<file path="src/rtl/sdio_txframe.sv">
// SDIO TX data framer: start bit, MSB-first data, per-lane CRC16, stop bit on 1/4/8 lanes, paced by i_ckstb.
// Optional SDIO_TXFRAME_BUSYWAIT_EN: hold o_busy after the stop bit until the card releases DAT0.
module sdio_txframe #(
   parameter int NUMIO = 4,
   parameter int LGBLK = 9,
   parameter int MW    = 32
) (
   input  logic             i_clk,
   input  logic             i_reset,
   input  logic [1:0]       i_cfg_width,
   input  logic [LGBLK:0]   i_length,
   input  logic             i_start,
   input  logic             i_ckstb,
   input  logic             i_card_busy,
   input  logic             s_valid,
   output logic             s_ready,
   input  logic [MW-1:0]    s_data,
   output logic             o_data_en,
   output logic [NUMIO-1:0] o_tx_data,
   output logic             o_stall,
   output logic             o_busy,
   output logic             o_done
);
   localparam int CW = LGBLK + 4;
   localparam logic [LGBLK:0] MAXLEN = (LGBLK+1)'(1) << LGBLK;

   typedef enum logic [2:0] {
      S_IDLE, S_START, S_DATA, S_CRC, S_STOP
`ifdef SDIO_TXFRAME_BUSYWAIT_EN
      , S_BUSYWAIT
`endif
   } state_t;

   state_t          state, state_nxt;
   logic [1:0]      wsel;
   logic [MW-1:0]   sreg, sreg_sh;
   logic [CW-1:0]   dcnt;
   logic [4:0]      wpos, wlast;
   logic [3:0]      ccnt;
   logic [15:0]     crc [NUMIO];
   logic            done;
   logic [NUMIO-1:0] act, dbit;
   logic            boundary, advance, last_step;
   logic [LGBLK:0]  len_bytes;
   logic [CW-1:0]   total_bits, total_stb;
`ifdef SDIO_TXFRAME_BUSYWAIT_EN
   logic [1:0]      gcnt;
`endif

   function automatic logic [1:0] lane_code(input logic [1:0] c);
      if (c == 2'd2 && NUMIO >= 8) return 2'd2;
      if ((c == 2'd1 || c == 2'd2) && NUMIO >= 4) return 2'd1;
      return 2'd0;
   endfunction

   function automatic logic [15:0] crc_next(input logic [15:0] c, input logic b);
      return {c[14:0], 1'b0} ^ ((c[15] ^ b) ? 16'h1021 : 16'h0000);
   endfunction

   assign len_bytes  = (i_length[LGBLK:2] == '0) ? MAXLEN : {i_length[LGBLK:2], 2'b00};
   assign total_bits = {len_bytes, 3'b000};

   always_comb begin
      case (lane_code(i_cfg_width))
         2'd2:    total_stb = total_bits >> 3;
         2'd1:    total_stb = total_bits >> 2;
         default: total_stb = total_bits;
      endcase
   end

   // Lane i carries the i-th least significant bit of the w-bit chunk at the top of the shifter
   always_comb begin
      act = '0;
      dbit = '1;
      for (int i = 0; i < NUMIO; i++) begin
         case (wsel)
            2'd2: begin
               act[i]  = 1'b1;
               dbit[i] = sreg[MW-8+(i%8)];
            end
            2'd1: if (i < 4) begin
               act[i]  = 1'b1;
               dbit[i] = sreg[MW-4+(i%4)];
            end
            default: if (i == 0) begin
               act[i]  = 1'b1;
               dbit[i] = sreg[MW-1];
            end
         endcase
      end
   end

   always_comb begin
      case (wsel)
         2'd2:    begin sreg_sh = sreg << 8; wlast = 5'd3;  end
         2'd1:    begin sreg_sh = sreg << 4; wlast = 5'd7;  end
         default: begin sreg_sh = sreg << 1; wlast = 5'd31; end
      endcase
   end

   // A word load is due at START and on the last strobe of every word except the final one
   assign boundary  = (state == S_START) || (state == S_DATA && wpos == wlast && dcnt != CW'(1));
   assign s_ready   = boundary && i_ckstb;
   assign o_stall   = boundary && !s_valid;
   assign advance   = i_ckstb && !o_stall;
   assign last_step = (state != S_IDLE) && (state_nxt == S_IDLE);

   always_ff @(posedge i_clk) begin
      if (i_reset) state <= S_IDLE;
      else         state <= state_nxt;
   end

   always_comb begin
      state_nxt = state;
      case (state)
         S_IDLE:  if (i_start) state_nxt = S_START;
         S_START: if (advance) state_nxt = S_DATA;
         S_DATA:  if (advance && dcnt == CW'(1)) state_nxt = S_CRC;
         S_CRC:   if (i_ckstb && ccnt == 4'd15) state_nxt = S_STOP;
`ifdef SDIO_TXFRAME_BUSYWAIT_EN
         S_STOP:  if (i_ckstb) state_nxt = S_BUSYWAIT;
         S_BUSYWAIT: if (i_ckstb && gcnt == 2'd0 && !i_card_busy) state_nxt = S_IDLE;
`else
         S_STOP:  if (i_ckstb) state_nxt = S_IDLE;
`endif
         default: state_nxt = S_IDLE;
      endcase
   end

   always_ff @(posedge i_clk) begin
      if (i_reset) begin
         wsel <= 2'd0;
         sreg <= '0;
         dcnt <= '0;
         wpos <= '0;
         ccnt <= '0;
         done <= 1'b0;
         for (int i = 0; i < NUMIO; i++) crc[i] <= '0;
`ifdef SDIO_TXFRAME_BUSYWAIT_EN
         gcnt <= '0;
`endif
      end else begin
         done <= last_step;
         case (state)
            S_IDLE: if (i_start) begin
               wsel <= lane_code(i_cfg_width);
               dcnt <= total_stb;
               wpos <= '0;
               ccnt <= '0;
               for (int i = 0; i < NUMIO; i++) crc[i] <= '0;
            end
            S_START: if (advance) begin
               sreg <= s_data;
               wpos <= '0;
            end
            S_DATA: if (advance) begin
               for (int i = 0; i < NUMIO; i++)
                  if (act[i]) crc[i] <= crc_next(crc[i], dbit[i]);
               dcnt <= dcnt - 1'b1;
               if (wpos == wlast) begin
                  sreg <= s_data;
                  wpos <= '0;
               end else begin
                  sreg <= sreg_sh;
                  wpos <= wpos + 1'b1;
               end
            end
            S_CRC: if (i_ckstb) begin
               for (int i = 0; i < NUMIO; i++) crc[i] <= {crc[i][14:0], 1'b0};
               ccnt <= ccnt + 1'b1;
            end
`ifdef SDIO_TXFRAME_BUSYWAIT_EN
            // Two grace strobes before DAT0 is trusted to reflect card busy
            S_STOP: if (i_ckstb) gcnt <= 2'd2;
            S_BUSYWAIT: if (i_ckstb && gcnt != 2'd0) gcnt <= gcnt - 1'b1;
`endif
            default: ;
         endcase
      end
   end

   always_comb begin
      o_tx_data = '1;
      o_data_en = 1'b0;
      o_busy    = (state != S_IDLE);
      o_done    = done;
      case (state)
         S_START: begin
            o_data_en = 1'b1;
            o_tx_data = ~act;
         end
         S_DATA: begin
            o_data_en = 1'b1;
            o_tx_data = dbit;
         end
         S_CRC: begin
            o_data_en = 1'b1;
            for (int i = 0; i < NUMIO; i++)
               if (act[i]) o_tx_data[i] = crc[i][15];
         end
         S_STOP: o_data_en = 1'b1;
         default: ;
      endcase
   end

`ifdef SDIO_TXFRAME_BUSYWAIT_EN
   logic unused_bits;
   assign unused_bits = ^i_length[1:0];
`else
   logic unused_bits;
   assign unused_bits = ^{i_length[1:0], i_card_busy};
`endif

endmodule

</file>
<file path="config.mk">
export PLATFORM = sky130hd
export DESIGN_NAME = sdio_txframe
export DESIGN_NICKNAME = d
export VERILOG_FILES = /design/src/rtl/sdio_txframe.sv
export SDC_FILE = /design/constraint.sdc
export NUM_CORES = 1
export LEC_CHECK = 0
export ABC_AREA = 1
export BUFFER_PORTS_ARGS = -buffer_cell sky130_fd_sc_hd__buf_2
export CAP_MARGIN = 15
export CELL_PAD_IN_SITES_DETAIL_PLACEMENT = 0
export CELL_PAD_IN_SITES_GLOBAL_PLACEMENT = 2
export CORE_MARGIN = 1.5
export CORE_UTILIZATION = 39
export CTS_BUF_LIST = sky130_fd_sc_hd__clkbuf_4 sky130_fd_sc_hd__clkbuf_8
export CTS_CLUSTER_DIAMETER = 120
export DETAILED_ROUTE_END_ITERATION = 6
export PLACE_DENSITY_LB_ADDON = 0.1
export SLEW_MARGIN = 15
export SYNTH_ARGS = -nofsm -noshare
export SYNTH_HDL_FRONTEND = slang
export SYNTH_SLANG_ARGS = --single-unit
</file>
<file path="constraint.sdc">
create_clock -name i_clk -period 5.6 [get_ports i_clk]
set_input_delay 0.56 -clock i_clk [delete_from_list [all_inputs] [get_ports i_clk]]
set_output_delay 0.56 -clock i_clk [all_outputs]
set_load 0.01 [all_outputs]
</file>
Yosys cells after proc, flatten, opt, wreduce, memory -nomap -nowiden
Memories as Yosys holds them, arrays and structs flattened.
Index checks and enable logic that the tools add are counted.
{ "word_totals": {"rom_bits": 0, "elab_cells": 154, "memories": 1, "mem_bits_rw": 64, "latch_bits": 0, "out_inout_bits": 9, "register_bits": 60, "inputBits": 50} }
{ "memory_table": {"columns": ["name", "words", "width", "read_ports", "rd_clocked_by_memory_dff", "wr", "line", "rtl"], "rows": [
  ["crc", 4, 16, 4, 0, 4, "40", "logic [15:0] crc [NUMIO];"]
]} }
{ "op_classes": {"n_reduce_logical": 27, "n_mul": 0, "addsub": 3, "n_div": 0, "n_mux": 77, "shift": 0, "bitwise_logic": 21, "eq_ne": 18, "magnitude_cmp": 0} }
{ "op_table": {"columns": ["operator", "n"], "rows": [
  ["2-to-1 mux 16 bit", 12],
  ["case mux 32 bit (2 select lines)", 2],
  ["2-to-1 mux 32 bit", 3],
  ["2-to-1 mux 13 bit", 6],
  ["XOR 16 x 13 -> 16 bit", 4],
  ["case mux 13 bit (2 select lines)", 2],
  ["2-to-1 mux 1 bit", 28],
  ["2-to-1 mux 5 bit", 4],
  ["2-to-1 mux 3 bit", 5],
  ["case mux 3 bit (5 select lines)", 1],
  ["case mux 5 bit (3 select lines)", 1],
  ["equality test 13 x 1 -> 1 bit, second input constant", 1],
  ["!= test 13 x 1 -> 1 bit, second input constant", 1],
  ["subtractor 13 x 1 -> 13 bit, second input constant", 1],
  ["bitwise OR 1 bit", 12],
  ["case mux 4 bit (3 select lines)", 1],
  ["2-to-1 mux 10 bit", 1],
  ["case mux 5 bit (2 select lines)", 1],
  ["AND reduction 3 bit", 3],
  ["logical AND 1 bit", 8],
  ["zero test 8 bit", 1],
  ["2-to-1 mux 4 bit", 2],
  ["!= test 2 bit, second input constant", 4],
  ["case mux 1 bit (2 select lines)", 4],
  ["other kinds (22)", 38]
]} }

Longest topological paths before layout
Gate-level depths: netlist of run 1.
{ "depth": {"ltp_word": 15, "ltp_mapped": 15, "mapped_depth_nobuf": 14} }

Worst setup path before layout of run 1
OpenSTA, ideal clock, no wires.
{ "synth_timing": {"kind": "flip-flop to flip-flop", "from": "reg wpos[0]", "to": "mem crc[3][0] (enable)", "path_stages_with_launch": 15, "arrival_time_ns": 1.981, "slack_ns": 3.247, "required_time_ns": 5.228, "synth_period_minus_slack_ns": 2.353, "path_cell_list": "dfxtp_1 > ha_1 > nand2_1 > inv_1 > nand2_1 > nor2_1 > nand3_1 > nand2_1 > nand2_2 > nand3_2 > nor2_2 > a21oi_2 > buf_4 > buf_6 > nand2_1"} }
{ "synth_lines": {"columns": ["item", "line", "rtl"], "rows": [
  ["from (decl)", "38", "logic [4:0] wpos, wlast;"],
  ["from (signal assigned)", "165", "wpos <= wpos + 1'b1;"],
  ["to (decl)", "40", null]
]} }

==> impl_metrics.env, run 1 <==
export IMPL_status="finished clean"
export IMPL_cts_root_buf="clkbuf_8"
export IMPL_max_clock_freq_mhz=311
export IMPL_syn_to_final_growth_pct=12.9
export IMPL_cts_tree="yes"
export IMPL_routed_wl_mm=14.7
export IMPL_setup_viol=0
export IMPL_drcViolationCount=0
export IMPL_synth_seq_cells=123
export IMPL_route_vias_total=5157
export IMPL_synthDistinctLibCells=39
export IMPL_cts_resized=0
export IMPL_fin_util_pct=45.7
export IMPL_final_area_sq_mm=0.00702
export IMPL_grt_max_degree=48
export IMPL_start_util_pct=40.5
export IMPL_clockBufferDepth=2
export IMPL_synth_cells=815
export IMPL_max_cap_violations=0
export IMPL_cts_hold_buf=0
export IMPL_layout_commonest_cell="nand2_1"
export IMPL_hold_path_class="input port to register"
export IMPL_final_nets=912
export IMPL_arrival_ps=3250
export IMPL_r2r_slack_ps=2390
export IMPL_cpMostUsedCell="nand2_1"
export IMPL_fin_tns_setup_ps=0
export IMPL_ant_nets=0
export IMPL_clkSlewWorstSetupHoldPaths_ps=70
export IMPL_grt_pass1_wl_mm=24.4
export IMPL_core_sq_mm=0.0154
export IMPL_synth_async_reset_ratio_pct=0
export IMPL_synth_edff_count=61
export IMPL_fin_skew_ps=10.9
export IMPL_antenna_found_initial=0
export IMPL_maxSlewHeadroom_pct=26.4
export IMPL_ys_flop_type="dfxtp_1"
export IMPL_slew_violations=0
export IMPL_overflow=0
export IMPL_fin_crit_sh_pct=57.4
export IMPL_hold_violations=0
export IMPL_yosysWarnings=0
export IMPL_die_w_um=129
export IMPL_cts_htree_levels=4
export IMPL_wl_per_cell_um=13.6
export IMPL_slowest_stage="nand2_1"
export IMPL_vias_per_cell=4.77
export IMPL_preCtsSetupSlack_ps=2320
export IMPL_gp_congestion=0.781
export IMPL_synth_seq_area_share_pct=49.4
export IMPL_path_buf_inv=1
export IMPL_critical_path_top_delay_family="simple AND/OR/NAND/NOR gates"
export IMPL_cts_buffers=17
export IMPL_final_cell_mix="nand2_1 (168), nor2_1 (126), inv_1 (116), o21ai_0 (85), dfxtp_1 (62)"
export IMPL_grt_pass1_vias=4937
export IMPL_hpwl_mm=9.69
export IMPL_cp_end_kind="register"
export IMPL_worst_skew_pair_late_latency_ps=440
export IMPL_port_buffers=55
export IMPL_syn_num_nets=869
export IMPL_power_total_w=0.00219
export IMPL_critical_path_max_fanout=39
export IMPL_fin_crit_ps=3210
export IMPL_post_cts_buffers=0
export IMPL_syn_cell_area_sq_mm=0.00622
export IMPL_rsz0062_at_grt="no"
export IMPL_p_leak_nw=3.07
export IMPL_worstSetupStartpointType="register"
export IMPL_max_stage_delay_ps=580
export IMPL_antenna_cells=0
export IMPL_firstDrtPassIters=7
export IMPL_required_ps=5640
export IMPL_peakVddDrop_v=0.000179
export IMPL_track_usage_pct=18.8
export IMPL_die_height_um=129
export IMPL_path_class="register to register"
export IMPL_crit_chain="buf_4 -> nand2_1 -> nand2_1 -> nand2_1 -> nor2_1 -> nand3_1 -> nand2_1 -> nand2_2 -> nand3_2 -> nor2_2 -> a21oi_4 -> nand2_1"
export IMPL_worstMarginPinSlew_ps=1100
export IMPL_setup_slack_ps=2390
export IMPL_drtIter0Drc=245
export IMPL_rows=45
export IMPL_dpl_instance_area_sq_mm=0.00664
export IMPL_pin_count=59
export IMPL_avgSynthCellArea_sq_um=7.63
export IMPL_clock_sinks=123
export IMPL_power_density_mw_per_mm2=313
export IMPL_die_area_sq_mm=0.0167
export IMPL_drive_gt1_share_pct=13.2
registers in the layout, summed over array words and instances (netlist names):
register and count:
o_done 1, wpos 5, ccnt 4, wsel 1
dcnt 13, state 3, sreg 32, crc 64
Yosys cell counts, types with 3 or more instances:
cell / number / area, sq um
ha_1: 4 / 50.1
edfxtp_1: 61 / 1830
a31oi_1: 3 / 18.8
a21oi_1: 20 / 100
inv_1: 117 / 439
dfxtp_1: 62 / 1240
nor2_1: 126 / 473
or2_2: 8 / 50.1
o211ai_1: 13 / 97.6
xor2_1: 11 / 96.3
o21ai_1: 3 / 15.0
nand4_1: 3 / 18.8
inv_2: 4 / 15.0
clkbuf_1: 21 / 78.8
nor3_1: 38 / 190
buf_2: 12 / 60.1
nand3_1: 24 / 120
xnor2_1: 4 / 35.0
nand2_1: 168 / 631
o21ai_0: 85 / 425
a22oi_1: 4 / 30.0
per-layer routing:
layer	share of wire [%]	global-route usage, %	up-vias	wire length (um)
met5	0	0	-	0
met4	1.4	6.21	0	204
met3	3.7	4.50	16	550
met2	45	29.2	90	6570
met1	50	25.9	2344	7390
li1	-	-	2707	-
cell families after synthesis:
family,synth area share [%]
adder cells (fa/ha/maj),0.805
AND/OR/NAND/NOR,25.2
flip-flops,49.4
AO/OA/AOI/OAI,12.3
XOR/XNOR,2.11
buffers and inverters,10.1
stage by stage:
step	hold slack (ps)	std cells
3_3_place_gp	450	1050
6_report	358	1082
3_5_place_dp	459	1050
5_1_grt	362	1082
2_1_floorplan	441	815
4_1_cts	332	1082
path summary, 6_finish.rpt:
path	from	to	cells after the start
max	wsel[0]	crc[3][1]	12
min	s_data[0]	sreg[0]	3
max reg2reg	wsel[0]	crc[3][1]	12
min reg2reg	wpos[4]	wpos[4]	2
cell type report:
cell class	instances	area, sq um
Clock inverter	15	150
Multi-Input combinational cell	533	2520
Timing Repair Buffer	61	320
Inverter	122	458
Sequential cell	123	3070
Clock buffer	17	234
Tap cell	211	264
Fill cell	1595	8350
worst min-delay path: cells and delay by family:
kind	cells	cell delay (ps)
and+or+nand+nor	1	70
buffers and inverters	1	80
AOI/OAI and AO/OA	1	50
report_power, final:
group	leakage (nW)	internal [W]	switching, W
combinational	1.71	0.000121	0.000242
sequential	1.17	0.00102	0.0000373
clock	0.190	0.000394	0.000381
total	3.07	0.00154	0.000660
(Power assumes the default switching activity.)
==> run 2, diff against run 1 <==
--- a/config.mk
+++ b/config.mk
@@ -11,7 +11,7 @@
 export CELL_PAD_IN_SITES_DETAIL_PLACEMENT = 0
 export CELL_PAD_IN_SITES_GLOBAL_PLACEMENT = 2
 export CORE_MARGIN = 1.5
-export CORE_UTILIZATION = 39
+export CORE_UTILIZATION = 36
 export CTS_BUF_LIST = sky130_fd_sc_hd__clkbuf_4 sky130_fd_sc_hd__clkbuf_8
 export CTS_CLUSTER_DIAMETER = 120
 export DETAILED_ROUTE_END_ITERATION = 6
==> constraint.sdc (replaced) <==
create_clock -name i_clk -period 3.3 [get_ports i_clk]
set_input_delay 0.33 -clock i_clk [delete_from_list [all_inputs] [get_ports i_clk]]
set_output_delay 0.33 -clock i_clk [all_outputs]
set_load 0.01 [all_outputs]
==> impl_metrics.env, run 2 (same netlist as run 1, synthesis figures left out) <==
export IMPL_status="finished clean"
export IMPL_ant_nets=0
export IMPL_clock_sinks=123
export IMPL_drcViolationCount=0
export IMPL_setup_viol=0
export IMPL_r2r_start="wpos[0]"
export IMPL_peakVddDrop_v=0.000251
export IMPL_worstMarginPinSlew_ps=1120
export IMPL_track_usage_pct=17.2
export IMPL_post_cts_buffers=0
export IMPL_power_total_w=0.00367
export IMPL_fin_crit_sh_pct=77.1
export IMPL_path_buf_inv=3
export IMPL_overflow=0
export IMPL_rows=47
export IMPL_fin_skew_ps=10.9
export IMPL_core_sq_mm=0.0168
export IMPL_max_clock_freq_mhz=393
export IMPL_critical_path_top_delay_family="simple AND/OR/NAND/NOR gates"
export IMPL_layout_commonest_cell="nand2_1"
export IMPL_grt_max_degree=48
export IMPL_wl_per_cell_um=13.5
export IMPL_worstSetupStartpointType="register"
export IMPL_power_density_mw_per_mm2=522
export IMPL_slew_violations=0
export IMPL_fillers=1819
export IMPL_route_vias_total=5201
export IMPL_die_w_um=134
export IMPL_final_nets=913
export IMPL_largest_reg_flops=64
export IMPL_drtIter0Drc=272
export IMPL_crit_chain="ha_1 -> nand2_1 -> inv_1 -> nand2_1 -> nor2_1 -> inv_1 -> nand2_1 -> inv_1 -> or2_2 -> a21oi_1 -> nor2_1"
export IMPL_required_ps=3630
export IMPL_grt_pass1_vias=4985
export IMPL_clockBufferDepth=2
export IMPL_clkSlewWorstSetupHoldPaths_ps=80
export IMPL_fin_tns_setup_ps=0
export IMPL_gp_congestion=0.741
export IMPL_cts_htree_levels=4
export IMPL_die_height_um=134
export IMPL_worst_skew_pair_late_latency_ps=440
export IMPL_maxSlewHeadroom_pct=25.4
export IMPL_dpl_instance_area_sq_mm=0.00666
export IMPL_fin_crit_ps=2550
export IMPL_hold_ws_ps=132
export IMPL_hold_path_class="input port to register"
export IMPL_reg_top3="crc: 64 flops, sreg: 32 flops, dcnt: 13 flops"
export IMPL_max_cap_violations=0
export IMPL_cp_startpoint="wpos[0]"
export IMPL_antenna_cells=0
export IMPL_critical_path_max_fanout=20
export IMPL_die_area_sq_mm=0.0181
export IMPL_routed_wl_mm=14.8
export IMPL_path_class="register to register"
export IMPL_holdCritStartpoint="s_data[0]"
export IMPL_hpwl_mm=9.85
export IMPL_p_leak_nw=3.07
export IMPL_firstDrtPassIters=5
export IMPL_final_area_sq_mm=0.00702
export IMPL_start_util_pct=37.1
export IMPL_syn_to_final_growth_pct=12.9
export IMPL_cts_root_buf="clkbuf_8"
export IMPL_slowest_stage="inv_1"
export IMPL_rsz0062_at_grt="no"
export IMPL_cp_end_kind="register"
export IMPL_drive_gt1_share_pct=13.2
export IMPL_arrival_ps=2870
export IMPL_top_register="crc"
export IMPL_port_buffers=55
export IMPL_cts_tree="yes"
export IMPL_pin_count=59
export IMPL_final_cell_mix="nand2_1 (168), nor2_1 (126), inv_1 (117), o21ai_0 (85), dfxtp_1 (62)"
export IMPL_cts_resized=0
export IMPL_antenna_found_initial=0
export IMPL_grt_pass1_wl_mm=24.3
export IMPL_cts_buffers=17
export IMPL_hold_violations=0
export IMPL_vias_per_cell=4.76
export IMPL_max_stage_delay_ps=440
export IMPL_cts_hold_buf=0
run 2: changes by cell type in the layout (fill, tap and decap cells not counted), sizes merged:
cell,previous run,this run
buf,61,62
bufinv,2,1
clkbuf,17,18
clkinvlp,3,2
inv,122,123
run 2: worst register-to-register path, stage by stage, from the launching register on:
cell and delay [ps]:
dfxtp_1 380, ha_1 180, nand2_1 80, inv_1 80, nand2_1 50, nor2_1 200
inv_1 60, nand2_1 360, inv_1 440, or2_2 400, a21oi_1 150, nor2_1 60
run 2: cell type report:
cell class	instances	area (sq um)	area share [%]
sequential	123	3070	43.8
multi-input combinational	533	2520	35.9
inverter	122	458	6.52
timing repair buffer	62	328	4.67
tap	220	275	3.92
clock buffer	18	241	3.44
clock inverter	14	124	1.76
run 2: metrics by stage:
stage | utilization [%] | instances | setup slack (ps)
2_1_floorplan | - | 815 | 947
3_3_place_gp | 39.7 | 1060 | 748
3_5_place_dp | 39.7 | 1060 | 744
4_1_cts | 41.9 | 1092 | 721
5_1_grt | 41.9 | 1092 | 430
6_report | 41.9 | 1092 | 754
run 2: final timing paths:
check	endpoint	slack, ps	depth (start not counted)
hold reg to reg	wpos[4]	470	2
setup / recovery	sreg[2]	750	11
hold / removal	sreg[0]	130	3
setup reg to reg	sreg[2]	750	11
run 2: power by group:
part	internal (W)	switching, W	total [W]	leakage, nW
Combinational	0.000207	0.000416	0.000623	1.72
Clock	0.000604	0.000646	0.00125	0.182
Sequential	0.00173	0.0000629	0.00179	1.17
run 2: layer usage:
metal,share of wire [%],up-vias,GRT usage (%)
li1,-,2709,-
met1,50,2383,22.7
met2,46,99,27.8
met3,3.8,10,4.12
met4,0.89,0,5.32
met5,0,-,0
==> run 3, diff against run 2 <==
--- a/config.mk
+++ b/config.mk
@@ -5,13 +5,13 @@
 export SDC_FILE = /design/constraint.sdc
 export NUM_CORES = 1
 export LEC_CHECK = 0
-export ABC_AREA = 1
+export ABC_AREA = 0
 export BUFFER_PORTS_ARGS = -buffer_cell sky130_fd_sc_hd__buf_2
 export CAP_MARGIN = 15
 export CELL_PAD_IN_SITES_DETAIL_PLACEMENT = 0
 export CELL_PAD_IN_SITES_GLOBAL_PLACEMENT = 2
 export CORE_MARGIN = 1.5
-export CORE_UTILIZATION = 36
+export CORE_UTILIZATION = 39
 export CTS_BUF_LIST = sky130_fd_sc_hd__clkbuf_4 sky130_fd_sc_hd__clkbuf_8
 export CTS_CLUSTER_DIAMETER = 120
 export DETAILED_ROUTE_END_ITERATION = 6
==> constraint.sdc (replaced) <==
create_clock -name i_clk -period 2.6 [get_ports i_clk]
set_input_delay 0.26 -clock i_clk [delete_from_list [all_inputs] [get_ports i_clk]]
set_output_delay 0.26 -clock i_clk [all_outputs]
set_load 0.01 [all_outputs]
==> impl_metrics.env, run 3 <==
export IMPL_power_density_mw_per_mm2=621
export IMPL_syn_num_nets=690
export IMPL_worstSetupStartpointType="register"
export IMPL_pin_count=59
export IMPL_yosysWarnings=0
export IMPL_min_to="sreg[0]"
export IMPL_grt_use_met3_pct=4.32
export IMPL_largest_reg_flops=64
export IMPL_synth_seq_cells=123
export IMPL_synth_commonest_cells="nand2_1 (87), dfxtp_1 (62), a21oi_1 (61), edfxtp_1 (61), nor2b_1 (53)"
export IMPL_gr_max_usage_layer="met2"
export IMPL_overflow=0
export IMPL_holdPathStages=3
export IMPL_die_w_um=129
export IMPL_synth_cells=636
export IMPL_seq_power_share_pct=48.7
export IMPL_hpwl_mm=9.97
export IMPL_top_register="crc"
export IMPL_worstReg2RegEnd="crc[0][2]"
export IMPL_cp_end_kind="register"
export IMPL_r2r_slack_ps=170
export IMPL_grt_max_degree=37
export IMPL_fin_tns_setup_ps=0
export IMPL_drcViolationCount=0
export IMPL_antenna_found_initial=1
export IMPL_syn_cell_area_sq_mm=0.00619
export IMPL_synth_seq_area_share_pct=49.7
export IMPL_slowest_stage="o311a_1"
export IMPL_yosysTopAreaCell="edfxtp_1"
export IMPL_core_sq_mm=0.0154
export IMPL_grt_pass1_wl_mm=25.0
export IMPL_fin_crit_ps=2430
export IMPL_r2r_start="dcnt[1]"
export IMPL_status="finished clean"
export IMPL_clockBufferDepth=2
export IMPL_peakVddDrop_v=0.000309
export IMPL_max_clock_freq_mhz=411
export IMPL_required_ps=2800
export IMPL_fillers=1490
export IMPL_final_area_sq_mm=0.00728
export IMPL_path_buf_inv=3
export IMPL_p_sw_w=0.00122
export IMPL_max_stage_delay_ps=440
export IMPL_fin_skew_ps=10.9
export IMPL_avgSynthCellArea_sq_um=9.73
export IMPL_die_height_um=129
export IMPL_maxSlewHeadroom_pct=60.9
export IMPL_track_usage_pct=19.3
export IMPL_slew_violations=0
export IMPL_grtUsageMet2_pct=30.1
export IMPL_firstDrtPassIters=4
export IMPL_holdCritStartpoint="s_data[0]"
export IMPL_p_comb_share_pct=13.4
export IMPL_hold_violations=0
export IMPL_antenna_cells=0
export IMPL_yosysMostFrequentCell="nand2_1"
export IMPL_yosys_area_top_type_share_pct=29.6
export IMPL_worstMarginPinSlew_ps=581
export IMPL_wl_per_cell_um=16.4
export IMPL_clkSlewWorstSetupHoldPaths_ps=70
export IMPL_synth_async_reset_ratio_pct=0
export IMPL_crit_chain="inv_1 -> ha_1 -> nor4b_2 -> buf_4 -> and4_1 -> o311a_1 -> or3_1 -> buf_12"
export IMPL_reg2reg_depth=8
export IMPL_die_area_sq_mm=0.0166
export IMPL_setup_viol=0
export IMPL_worst_skew_pair_late_latency_ps=450
export IMPL_netSwitchingFraction_pct=26.9
export IMPL_clock_power_share_pct=37.8
export IMPL_placedCellCount=885
export IMPL_synth_edff_count=61
export IMPL_path_class="register to register"
export IMPL_final_nets=747
export IMPL_clock_sinks=123
export IMPL_port_buffers=55
export IMPL_cts_tree="yes"
export IMPL_ys_flop_type="dfxtp_1"
export IMPL_hold_path_class="input port to register"
export IMPL_vias_per_cell=5.45
export IMPL_cts_root_buf="clkbuf_8"
export IMPL_p_leak_nw=2.51
export IMPL_path_depth=8
export IMPL_gp_congestion=0.769
export IMPL_fin_crit_sh_pct=93.5
export IMPL_p_int_w=0.00330
export IMPL_route_vias_total=4994
export IMPL_routed_wl_mm=15.0
export IMPL_rsz0062_at_grt="no"
export IMPL_layout_commonest_cell="nand2_1"
export IMPL_dpl_instance_area_sq_mm=0.00685
export IMPL_cts_htree_levels=4
export IMPL_arrival_ps=2640
export IMPL_max_cap_violations=0
export IMPL_rows=45
export IMPL_ant_nets=0
export IMPL_drive_gt1_share_pct=19.8
export IMPL_start_util_pct=40.3
export IMPL_post_cts_buffers=0
export IMPL_finalNonFillerCells=917
export IMPL_cts_buffers=17
export IMPL_syn_to_final_growth_pct=17.6
export IMPL_final_cell_mix="nand2_1 (87), dfxtp_1 (61), edfxtp_1 (61), a21oi_1 (59), buf_2 (55)"
export IMPL_reg_top3="crc: 64 flops, sreg: 32 flops, dcnt: 13 flops"
export IMPL_critical_path_top_delay_family="simple AND/OR/NAND/NOR gates"
export IMPL_drtIter0Drc=302
export IMPL_synthDistinctLibCells=63
export IMPL_synthTopCellsByArea="edfxtp_1 (30%), dfxtp_1 (20%), mux2i_1 (5.5%)"
export IMPL_grt_pass1_vias=4888
export IMPL_critical_path_max_fanout=15
export IMPL_gr_usage_met1_pct=26.6
run 3: cell count changes after synthesis, moves of 41 or more:
| cell | delta |
|---|---|
| nand2_1 | -81 |
| nor2b_1 | +53 |
| nor2_1 | -100 |
| o21ai_0 | -71 |
| a21oi_1 | +41 |
| inv_1 | -105 |
run 3: kinds of logic (layout without fill, tap and decap cells):
| family | Yosys count | in the layout | synth area share [%] |
|---|---|---|---|
| AND/OR/NAND/NOR | 240 | 240 | 20.1 |
| buffers and inverters | 64 | 134 | 4.51 |
| flip-flops | 123 | 123 | 49.7 |
| multiplexers | 35 | 35 | 5.68 |
| adder cells (fa/ha/maj) | 4 | 4 | 0.809 |
| AO/OA/AOI/OAI | 157 | 157 | 17.4 |
| XOR/XNOR | 13 | 13 | 1.84 |
run 3: area by class of cell:
cell class	instances	area, sq um	area share (%)
Clock buffer	20	263	3.61
Clock inverter	12	141	1.94
Inverter	12	45.0	0.619
Multi-Input combinational cell	449	2880	39.5
Sequential cell	123	3070	42.2
Tap cell	211	264	3.63
Timing Repair Buffer	90	613	8.42
run 3: metrics by stage:
step	util, %	power [W]	setup slack, ps	hold WS, ps
after global placement	44.5	0.00284	169	451
after CTS	47.2	0.00457	91.6	44.8
after detailed placement	44.5	0.00285	120	462
final	47.4	0.00452	169	82.2
after global routing	47.4	0.00473	9.14	88.8
after floorplan	-	0.00262	134	412
run 3: power by group through the flow:
stage | Combinational, W | Clock (W) | Sequential (W)
2_1_floorplan | 0.000401 | 0 | 0.00222
3_3_place_gp | 0.000597 | 0 | 0.00224
3_5_place_dp | 0.000600 | 0 | 0.00224
4_1_cts | 0.000605 | 0.00176 | 0.00220
5_1_grt | 0.000668 | 0.00184 | 0.00222
6_report | 0.000608 | 0.00171 | 0.00220
run 3: worst max-delay path by stage:
| stage | to | slack [ps] | from |
|---|---|---|---|
| floorplan | crc[3][0] | 130 | wsel[0] |
| global route | s_ready | 9 | dcnt[1] |
| CTS | s_ready | 90 | dcnt[1] |
| global placement | crc[1][5] | 170 | dcnt[0] |
| detailed placement | crc[1][7] | 120 | dcnt[0] |
| finish | crc[0][2] | 170 | dcnt[1] |
run 3: per-layer routing:
layer / up-vias / wire, um
li1: 2462 / -
met4: 2 / 155
met3: 14 / 668
met2: 104 / 6780
met5: - / 7
met1: 2412 / 7430
run 3: what timing repair did:
item,in CTS,in global routing
hold buffers,0,0
resized for setup,2,3
setup endpoints to repair,1,30
run 3: tightest hold or removal path, stage by stage:
cell	delay (ps)
buf_2	100
nand3_1	60
a21oi_1	60
